$ cat src/rtl/uart_tx_fifo.sv
// uart_tx_fifo: UART transmitter fed by a write FIFO.
// Frame = start bit, DATA_BITS data bits LSB first, optional parity bit,
// STOP_BITS stop bits, each bit held CLKS_PER_BIT clocks. Queued characters
// go out back to back with no idle gap between frames.
//
// Ports:
//   clk          system clock
//   rst          synchronous reset, active-high
//   wr_en        enqueue request, one character per cycle
//   wr_data      character to enqueue (DATA_BITS wide)
//   clr_overflow clears the sticky overflow flag
//   full         FIFO holds FIFO_DEPTH entries
//   empty        FIFO holds no entries
//   level        current FIFO occupancy
//   overflow     sticky, set when a write is dropped because the FIFO is full
//   busy         transmitter is not idle
//   tx           serial line, idle high
module uart_tx_fifo #(
  parameter int unsigned CLKS_PER_BIT = 868,
  parameter int unsigned DATA_BITS    = 8,
  parameter int unsigned FIFO_DEPTH   = 16,
  parameter int unsigned STOP_BITS    = 1,
  parameter int unsigned PARITY       = 0
) (
  input  logic                          clk,
  input  logic                          rst,
  input  logic                          wr_en,
  input  logic [DATA_BITS-1:0]          wr_data,
  input  logic                          clr_overflow,
  output logic                          full,
  output logic                          empty,
  output logic [$clog2(FIFO_DEPTH):0]   level,
  output logic                          overflow,
  output logic                          busy,
  output logic                          tx
);

  localparam int unsigned AW = $clog2(FIFO_DEPTH);
  localparam int unsigned LW = AW + 1;
  localparam int unsigned CW = $clog2(CLKS_PER_BIT);
  localparam int unsigned BW = $clog2(DATA_BITS + 1);
  localparam logic        PAR_EN  = (PARITY != 0);
  localparam logic        PAR_ODD = (PARITY == 2);

  typedef enum logic [2:0] {
    S_IDLE,
    S_START,
    S_DATA,
    S_PAR,
    S_STOP
  } state_t;

  state_t                 state_q, state_d;
  logic [CW-1:0]          baud_q, baud_d;
  logic [BW-1:0]          bit_q, bit_d;
  logic [DATA_BITS-1:0]   shift_q, shift_d;
  logic                   par_q, par_d;
  logic                   tx_d;
  logic                   busy_d;

  logic [DATA_BITS-1:0]   mem [FIFO_DEPTH];
  logic [AW-1:0]          wr_ptr, rd_ptr;
  logic [LW-1:0]          level_d;
  logic [DATA_BITS-1:0]   head;

  logic                   push_c, drop_c, pop_c, load_c, baud_last_c;

  // FIFO write qualification uses the registered full flag
  assign push_c      = wr_en && !full;
  assign drop_c      = wr_en && full;
  assign head        = mem[rd_ptr];
  assign baud_last_c = (baud_q == CW'(CLKS_PER_BIT - 1));
  assign level_d     = level + LW'(push_c) - LW'(pop_c);

  // Next-state logic; load_c marks a frame start that pops the FIFO head
  always_comb begin
    state_d = state_q;
    baud_d  = baud_q;
    bit_d   = bit_q;
    shift_d = shift_q;
    par_d   = par_q;
    load_c  = 1'b0;
    pop_c   = 1'b0;

    case (state_q)
      S_IDLE: begin
        if (!empty) load_c = 1'b1;
      end
      S_START: begin
        if (baud_last_c) begin
          state_d = S_DATA;
          baud_d  = '0;
          bit_d   = '0;
        end else begin
          baud_d = baud_q + CW'(1);
        end
      end
      S_DATA: begin
        if (baud_last_c) begin
          baud_d = '0;
          if (bit_q == BW'(DATA_BITS - 1)) begin
            state_d = PAR_EN ? S_PAR : S_STOP;
            bit_d   = '0;
          end else begin
            bit_d   = bit_q + BW'(1);
            shift_d = shift_q >> 1;
          end
        end else begin
          baud_d = baud_q + CW'(1);
        end
      end
      S_PAR: begin
        if (baud_last_c) begin
          state_d = S_STOP;
          baud_d  = '0;
          bit_d   = '0;
        end else begin
          baud_d = baud_q + CW'(1);
        end
      end
      S_STOP: begin
        if (baud_last_c) begin
          baud_d = '0;
          if (bit_q == BW'(STOP_BITS - 1)) begin
            // Chain straight into the next frame when data is waiting
            if (!empty) load_c = 1'b1;
            else        state_d = S_IDLE;
          end else begin
            bit_d = bit_q + BW'(1);
          end
        end else begin
          baud_d = baud_q + CW'(1);
        end
      end
      default: state_d = S_IDLE;
    endcase

    if (load_c) begin
      pop_c   = 1'b1;
      state_d = S_START;
      baud_d  = '0;
      bit_d   = '0;
      shift_d = head;
      par_d   = (^head) ^ PAR_ODD;
    end
  end

  // Line level follows the next state so tx changes on the same edge as state
  always_comb begin
    tx_d = 1'b1;
    case (state_d)
      S_START: tx_d = 1'b0;
      S_DATA:  tx_d = shift_d[0];
      S_PAR:   tx_d = par_d;
      default: tx_d = 1'b1;
    endcase
    busy_d = (state_d != S_IDLE);
  end

  // Control and status registers
  always_ff @(posedge clk) begin
    if (rst) begin
      state_q  <= S_IDLE;
      baud_q   <= '0;
      bit_q    <= '0;
      shift_q  <= '0;
      par_q    <= 1'b0;
      tx       <= 1'b1;
      busy     <= 1'b0;
      wr_ptr   <= '0;
      rd_ptr   <= '0;
      level    <= '0;
      full     <= 1'b0;
      empty    <= 1'b1;
      overflow <= 1'b0;
    end else begin
      state_q <= state_d;
      baud_q  <= baud_d;
      bit_q   <= bit_d;
      shift_q <= shift_d;
      par_q   <= par_d;
      tx      <= tx_d;
      busy    <= busy_d;
      if (push_c) wr_ptr <= wr_ptr + AW'(1);
      if (pop_c)  rd_ptr <= rd_ptr + AW'(1);
      level   <= level_d;
      full    <= (level_d == LW'(FIFO_DEPTH));
      empty   <= (level_d == '0);
      // A dropped write wins over a simultaneous clear
      if (drop_c)            overflow <= 1'b1;
      else if (clr_overflow) overflow <= 1'b0;
    end
  end

  // Storage array; reset only needs to clear the pointers
  always_ff @(posedge clk) begin
    if (push_c) mem[wr_ptr] <= wr_data;
  end

endmodule

$ cat config.mk
export PLATFORM = sky130hd
export DESIGN_NAME = uart_tx_fifo
export DESIGN_NICKNAME = d
export VERILOG_FILES = /design/src/rtl/uart_tx_fifo.sv
export SDC_FILE = /design/constraint.sdc
export NUM_CORES = 1
export LEC_CHECK = 0
export BUFFER_PORTS_ARGS = -buffer_cell sky130_fd_sc_hd__buf_2
export CAP_MARGIN = 0
export CELL_PAD_IN_SITES_DETAIL_PLACEMENT = 0
export CELL_PAD_IN_SITES_GLOBAL_PLACEMENT = 2
export CORE_MARGIN = 5
export CORE_UTILIZATION = 49
export DETAILED_ROUTE_END_ITERATION = 8
export GPL_TIMING_DRIVEN = 0
export PLACE_DENSITY = 0.9
export SYNTH_ARGS = -nofsm -noshare
export SYNTH_HDL_FRONTEND = slang
export SYNTH_SLANG_ARGS = --single-unit
$ cat constraint.sdc
create_clock -name clk -period 8.7 [get_ports clk]
set_clock_uncertainty 0.1 [all_clocks]
set_input_delay 0.435 -clock clk [delete_from_list [all_inputs] [get_ports clk]]
set_output_delay 0.435 -clock clk [all_outputs]
set_load 0.1 [all_outputs]
==> results.yml, run 1 <==
cts:
  cts_resized: 0
  clk_pin_slew_worst_paths_ns: 0.06
  cts_max_level: 4
  cts_tree: "yes"
  numCtsBuffers: 17
  clock_path_buffers: 2
  clockRootBuffer: "clkbuf_16"
  cts_setup_buffers: 0
  ctsHoldBuffers: 0
  clk_latency_ns: 0.42
  cts_sinks: 176
drt:
  drtPass1Iterations: 5
  drt-initial-drc-count: 391
  drc: 0
  ant_nets: 0
  viasPerCell: 5.58
  wl_per_cell_um: 19.3
  dr_total_vias: 3928
  routed_wl_um: 13600
synth:
  synth_seq_area_share: 0.667
  synth_top_family_by_area: "multiplexers"
  muxShareOfSynthArea: 0.111
  ys_ff_latch: 176
  synthAdderAreaFrac: 0.0236
  synth-simple-area-share: 0.0919
  yosys_most_used_dff: "edfxtp_1"
  synth_area_um2: 7200
  netlist_instances: 470
  ys_types: 49
  async_reset_ff_frac: 0
  synth_area_per_cell_um2: 15.3
  synth-edff-count: 128
  synth_compound_area_frac: 0.0509
  synth_nets: 495
  synth-xor-area-share: 0.0365
  ys.warnings.count: 0
timing:
  slew_viol_final: 0
  setup_violations: 0
  layout_setup_ws_ns: 4.80
  max_freq_mhz: 256
  worst_pin_slew_ns: 1.29
  finalCritPeriodShare: 0.448
  grt_setup_unrepaired: "no"
  fin_tns_setup_ns: 0
  hold_viol_final: 0
  fin_crit_ns: 3.90
  maxSlewHeadroom: 0.134
outcome:
  status: "complete, no violations"
pwr:
  power_density_nw_per_um2: 292
  ir_worst_vdd_mv: 0.249
  power.leakage_nw: 2.72
  power.total_w: 0.00234
setup_path:
  rrSetupSlack_ns: 4.80
  ff2ff_path_depth: 16
  crit_path_max_fanout: 10
  timing.rr.start: "baud_q[0]"
  worstSetupEndpoint: "full"
  required_ns: 8.91
  startpoint_type: "flop"
  critPathKind: "flop to flop"
  crit_start: "baud_q[0]"
  crit_path_end_kind: "flop"
  worstPathArrival_ns: 4.11
  timing.rr.end: "full"
grt:
  top_usage_layer: "met2"
  use_met1: 0.225
  grt.total_usage: 0.167
  grt_pass1_vias: 4017
  grt_pass1_wl_um: 21900
  grt_max_degree: 17
  use_met2: 0.268
  antenna_found_initial: 0
  overflow: 0
  use_met3: 0.0447
finish:
  syn_to_final_growth_pct: 11.6
  finalInstanceArea_um2: 8040
  drive_gt1_frac: 0.181
  finalNetCount: 535
  n_antenna_cell: 0
min_path:
  hold_path_class: "input pin to flop"
  hold_path_startpoint: "rst"
job:
  drv_cap: 0
placed_design:
  io_buffers: 21
  post-place-ws_ns: 4.80
  dpl.hpwl_um: 9290
  place.gp.congestion: 0.763
  place_area_um2: 7530
floorplan:
  die_height_um: 131
  fp-row-count: 44
  io_pins: 22
  die_w_um: 131
  fp.coreArea_um2: 14500
  dieArea_um2: 17200
  start_util: 0.497
-- layout make-up --
class / count / area (um^2)
fill: 1147 / 6440
clock inverter: 9 / 66.3
buffer: 22 / 105
clock buffer: 20 / 437
multi-input combinational: 265 / 2260
timing repair buffer: 21 / 105
tap: 184 / 230
inverter: 7 / 26.3
sequential: 176 / 4800
-- logic make-up (layout without fill, tap and decap cells) --
family	count (synthesis)	in the layout
XOR/XNOR	30	30
buffers and inverters	29	79
multiplexers	40	40
flip-flops	176	176
AO/OA/AOI/OAI	50	50
AND/OR/NAND/NOR	132	132
adder cells (fa/ha/maj)	13	13
-- cell usage after synthesis, types with 2 or more instances --
cell type,instances,share of area
dfxtp_1,48,0.13
or4b_1,2,0.0028
nor2_1,58,0.030
buf_2,3,0.0021
nand3_1,8,0.0056
nor2b_1,8,0.0070
a22oi_1,17,0.018
xor2_1,13,0.016
nand3b_1,2,0.0021
edfxtp_1,128,0.53
mux2i_1,7,0.0097
o22ai_1,2,0.0017
and2_1,2,0.0017
nor3_1,4,0.0028
and3_1,2,0.0017
clkbuf_1,8,0.0042
xnor2_1,17,0.021
buf_1,7,0.0037
nand4_1,4,0.0035
nand2b_1,4,0.0035
a21oi_1,10,0.0070
inv_1,7,0.0037
nand2_2,2,0.0017
buf_4,3,0.0031
a21o_1,4,0.0042
a211oi_1,8,0.0083
ha_1,12,0.021
o21ai_0,3,0.0021
nand2_1,26,0.014
mux4_2,32,0.10
-- critical path: stages, from the launching register on --
cell      delay (ns)
dfxtp_1         0.37
ha_1            0.28
nand4b_4        0.14
nor4_4          0.38
nand2_2         0.14
a2111o_1        0.43
buf_6           0.15
clkbuf_1        0.23
nand2_1         0.11
nand2_1         0.06
ha_1            0.21
fa_1            0.41
a21o_1          0.18
a21oi_1         0.17
xnor2_1         0.14
nor2_1          0.08
and2_1          0.19
-- layer usage --
metal / part of all wire / wire, um / vias to the layer above
met2: 0.49 / 6650 / 119
met4: 0.011 / 152 / 0
met3: 0.055 / 748 / 10
met1: 0.44 / 6050 / 1943
met5: 0 / 0 / -
li1: - / - / 1856
-- placed cells by master (no fill, tap or decap), types with 8 or more instances in the layout --
cell type / count
nand2_1: 26
nor2_1: 58
edfxtp_1: 128
a211oi_1: 8
buf_2: 24
ha_1: 12
mux4_2: 32
nor2b_1: 8
xnor2_1: 17
a22oi_1: 17
xor2_1: 13
clkbuf_16: 17
clkbuf_1: 11
nand3_1: 8
dfxtp_1: 48
a21oi_1: 10
-- through the flow --
| step | hold WS, ns | instances | utilization |
|---|---|---|---|
| 6_report | 0.120 | 704 | 0.555 |
| 5_1_grt | 0.124 | 704 | 0.555 |
| 4_1_cts | 0.103 | 704 | 0.555 |
| 3_5_place_dp | 0.366 | 675 | 0.520 |
| 3_3_place_gp | 0.354 | 675 | 0.520 |
| 2_1_floorplan | 0.347 | 470 | - |
-- how the worst min path moves through the flow --
stage,endpoint,slack (ns),cells past startpoint
CTS,state_q[0],0.10,2
detailed placement,shift_q[7],0.37,2
global route,state_q[0],0.12,2
finish,state_q[0],0.12,2
global placement,overflow,0.35,2
floorplan,shift_q[7],0.35,2
-- state kept, by name, indices dropped and copies added, names as in the netlist, 3 cells and up, named ones only --
register / flops
level: 5
wr_ptr: 4
bit_q: 4
rd_ptr: 4
shift_q: 8
mem: 128
state_q: 3
baud_q: 10
-- report_power, final --
group          total, W  internal [W]  switching, W  leakage (nW)
clock network  0.000660      0.000360      0.000300         0.236
registers       0.00101      0.000968     0.0000408          1.55
logic          0.000674      0.000268      0.000407         0.939
total           0.00234       0.00160      0.000747          2.72
(Power assumes the default switching activity.)
==> run 2, diff against run 1 <==
ABC_AREA = 1   (was not set)
CORE_UTILIZATION = 36   (was 49)
PLACE_DENSITY = 0.82   (was 0.9)
clock period = 3.5 ns   (was 8.7 ns; I/O delays follow)
==> run 2 against run 1 <==
Compared with the run above:
- clock power rose to 2.8 times the previous value
- sequential share of layout area down 5.6 points
- global-route usage shrank 0.34 points
- critical path depth decreased by 1
- total power grew to 2.7 times the previous value
- critical endpoint unchanged
==> results.yml, run 2 <==
drt:
  drt-initial-drc-count: 424
  routed_wl_um: 19200
  drtPass1Iterations: 5
  drc: 0
  dr_total_vias: 5643
  ant_nets: 0
  viasPerCell: 4.77
  wl_per_cell_um: 16.2
floorplan:
  fp-row-count: 54
  io_pins: 22
  die_height_um: 157
  die_w_um: 157
  start_util: 0.362
  dieArea_um2: 24800
  fp.coreArea_um2: 21600
finish:
  layout_common_cells: "278 x nand2_1, 128 x edfxtp_1, 104 x inv_1"
  drive_gt1_frac: 0.0909
  n_antenna_cell: 0
  finalInstanceArea_um2: 8870
  reg_top3: "mem x128, baud_q x10, shift_q x8"
  largest-register: "mem"
  mostFrequentLayoutCell: "nand2_1"
  finalNetCount: 915
  largest_reg_flops: 128
  syn_to_final_growth_pct: 13.4
timing:
  fin_crit_ns: 3.23
  fin_tns_setup_ns: 0
  slew_viol_final: 0
  layout_setup_ws_ns: 0.275
  max_freq_mhz: 310
  maxSlewHeadroom: 0.342
  worst_pin_slew_ns: 0.984
  grt_setup_unrepaired: "no"
  finalCritPeriodShare: 0.921
  setup_violations: 0
  hold_viol_final: 0
setup_path:
  path_cells: "ha_1 -> nand2_1 -> nor4_2 -> nand4_1 -> nand2_1 -> buf_2 -> clkbuf_4 -> nand2_1 -> fa_1 -> nand2_1 -> nand2_1 -> a21oi_1 -> xor2_1 -> nand2_1 -> nor2_1"
  cp_common_cell: "nand2_1"
  crit_path_end_kind: "flop"
  crit_start: "baud_q[0]"
  cpLargestDelayFamily: "simple AND/OR/NAND/NOR gates"
  cp_num_buf_inv: 2
  worstPathArrival_ns: 3.48
  critPathKind: "flop to flop"
  crit_slowest_cell: "fa_1"
  crit_path_max_fanout: 10
  critPathMaxStageDelay_ns: 0.45
  startpoint_type: "flop"
  timing.rr.start: "baud_q[0]"
  required_ns: 3.76
placed_design:
  place.gp.congestion: 0.789
  io_buffers: 21
  dpl.hpwl_um: 13300
  place_area_um2: 8270
  post-place-ws_ns: 0.109
synth:
  synth_common_cells: "278 x nand2_1, 128 x edfxtp_1, 104 x inv_1"
  synth_nets: 872
  ys_types: 36
  netlist_instances: 847
  ys_ff_latch: 176
  ys_top_cells_by_area: "edfxtp_1 49%, nand2_1 13%, dfxtp_1 12%, nand3_1 5.5%, inv_1 5.0%"
  ys.warnings.count: 0
  synth_top_cell_by_area: "edfxtp_1"
  synth_area_per_cell_um2: 9.23
  yosysMostFrequentCell: "nand2_1"
  yosys_most_used_dff: "edfxtp_1"
  synth_seq_area_share: 0.615
  synth_area_um2: 7820
  async_reset_ff_frac: 0
  synth-edff-count: 128
  synth_top_area_share: 0.492
grt:
  grt_max_degree: 17
  grt_pass1_vias: 5493
  antenna_found_initial: 0
  grt.total_usage: 0.163
  grt_pass1_wl_um: 30700
  overflow: 0
min_path:
  hold_path_startpoint: "wr_data[5]"
  hold_path_class: "input pin to flop"
cts:
  cts_setup_buffers: 0
  cts_max_level: 4
  cts_sinks: 176
  clockRootBuffer: "clkbuf_16"
  clock_path_buffers: 2
  numCtsBuffers: 17
  cts_tree: "yes"
  clk_latency_ns: 0.43
  clk_pin_slew_worst_paths_ns: 0.07
pwr:
  power.total_w: 0.00634
  ir_worst_vdd_mv: 0.559
  power.leakage_nw: 3.64
  power_density_nw_per_um2: 715
job:
  drv_cap: 0
outcome:
  status: "complete, no violations"
[run 2: what timing repair did]
action,in CTS,in global routing
setup endpoints to repair,0,3
endpoints found under the hold margin,2,0
hold buffers,3,0
resized for setup,0,2
[run 2: worst register-to-register path, cell delays in order (launching register included)]
cell and delay (ns):
dfxtp_1 0.37, ha_1 0.26, nand2_1 0.09, nor4_2 0.31
nand4_1 0.13, nand2_1 0.16, buf_2 0.24, clkbuf_4 0.24
nand2_1 0.13, fa_1 0.45, nand2_1 0.08, nand2_1 0.05
a21oi_1 0.15, xor2_1 0.19, nand2_1 0.09, nor2_1 0.13
[run 2: routing by layer]
metal / track usage / part of all wire
met1: 0.228 / 0.49
met2: 0.263 / 0.46
met3: 0.0316 / 0.038
met4: 0.0422 / 0.012
met5: 0 / 0
[run 2: cell type report]
type	instances	area (um^2)
flip-flops and latches	176	4800
fillers	2197	12800
well taps	280	350
clock inverters	14	129
multi-input cells	537	2460
inverters	106	398
plain buffers	28	168
clock buffers	17	425
repair buffers	24	135
[run 2: where the power goes]
part,switching (W),internal [W],total (W)
clock network,0.000844,0.000989,0.00183
registers,0.0000728,0.00239,0.00246
logic,0.00148,0.000564,0.00204
[run 2: path summary, 6_finish.rpt]
kind	cells past startpoint	to	slack [ns]
setup / recovery	15	full	0.27
hold / removal	1	mem[9][5]	0.03
setup reg to reg	15	full	0.27
hold reg to reg	2	shift_q[5]	0.37
[run 2: stage by stage]
step	util	hold WS [ns]	std cells
after floorplan	-	0.164	847
after global placement	0.383	0.322	1148
after detailed placement	0.383	0.331	1148
after CTS	0.410	0.0188	1182
after global routing	0.410	0.0188	1182
final	0.410	0.0348	1182
[run 2: cell families (layout without fill, tap and decap cells)]
family / after synthesis / count (layout) / share of synthesized area
and+or+nand+nor: 460 / 460 / 0.243
DFF: 176 / 176 / 0.615
buffers and inverters: 134 / 189 / 0.0720
AOI/OAI and AO/OA: 55 / 55 / 0.0384
adders and majority gates: 13 / 13 / 0.0218
xor gates and xnor gates: 9 / 9 / 0.0101
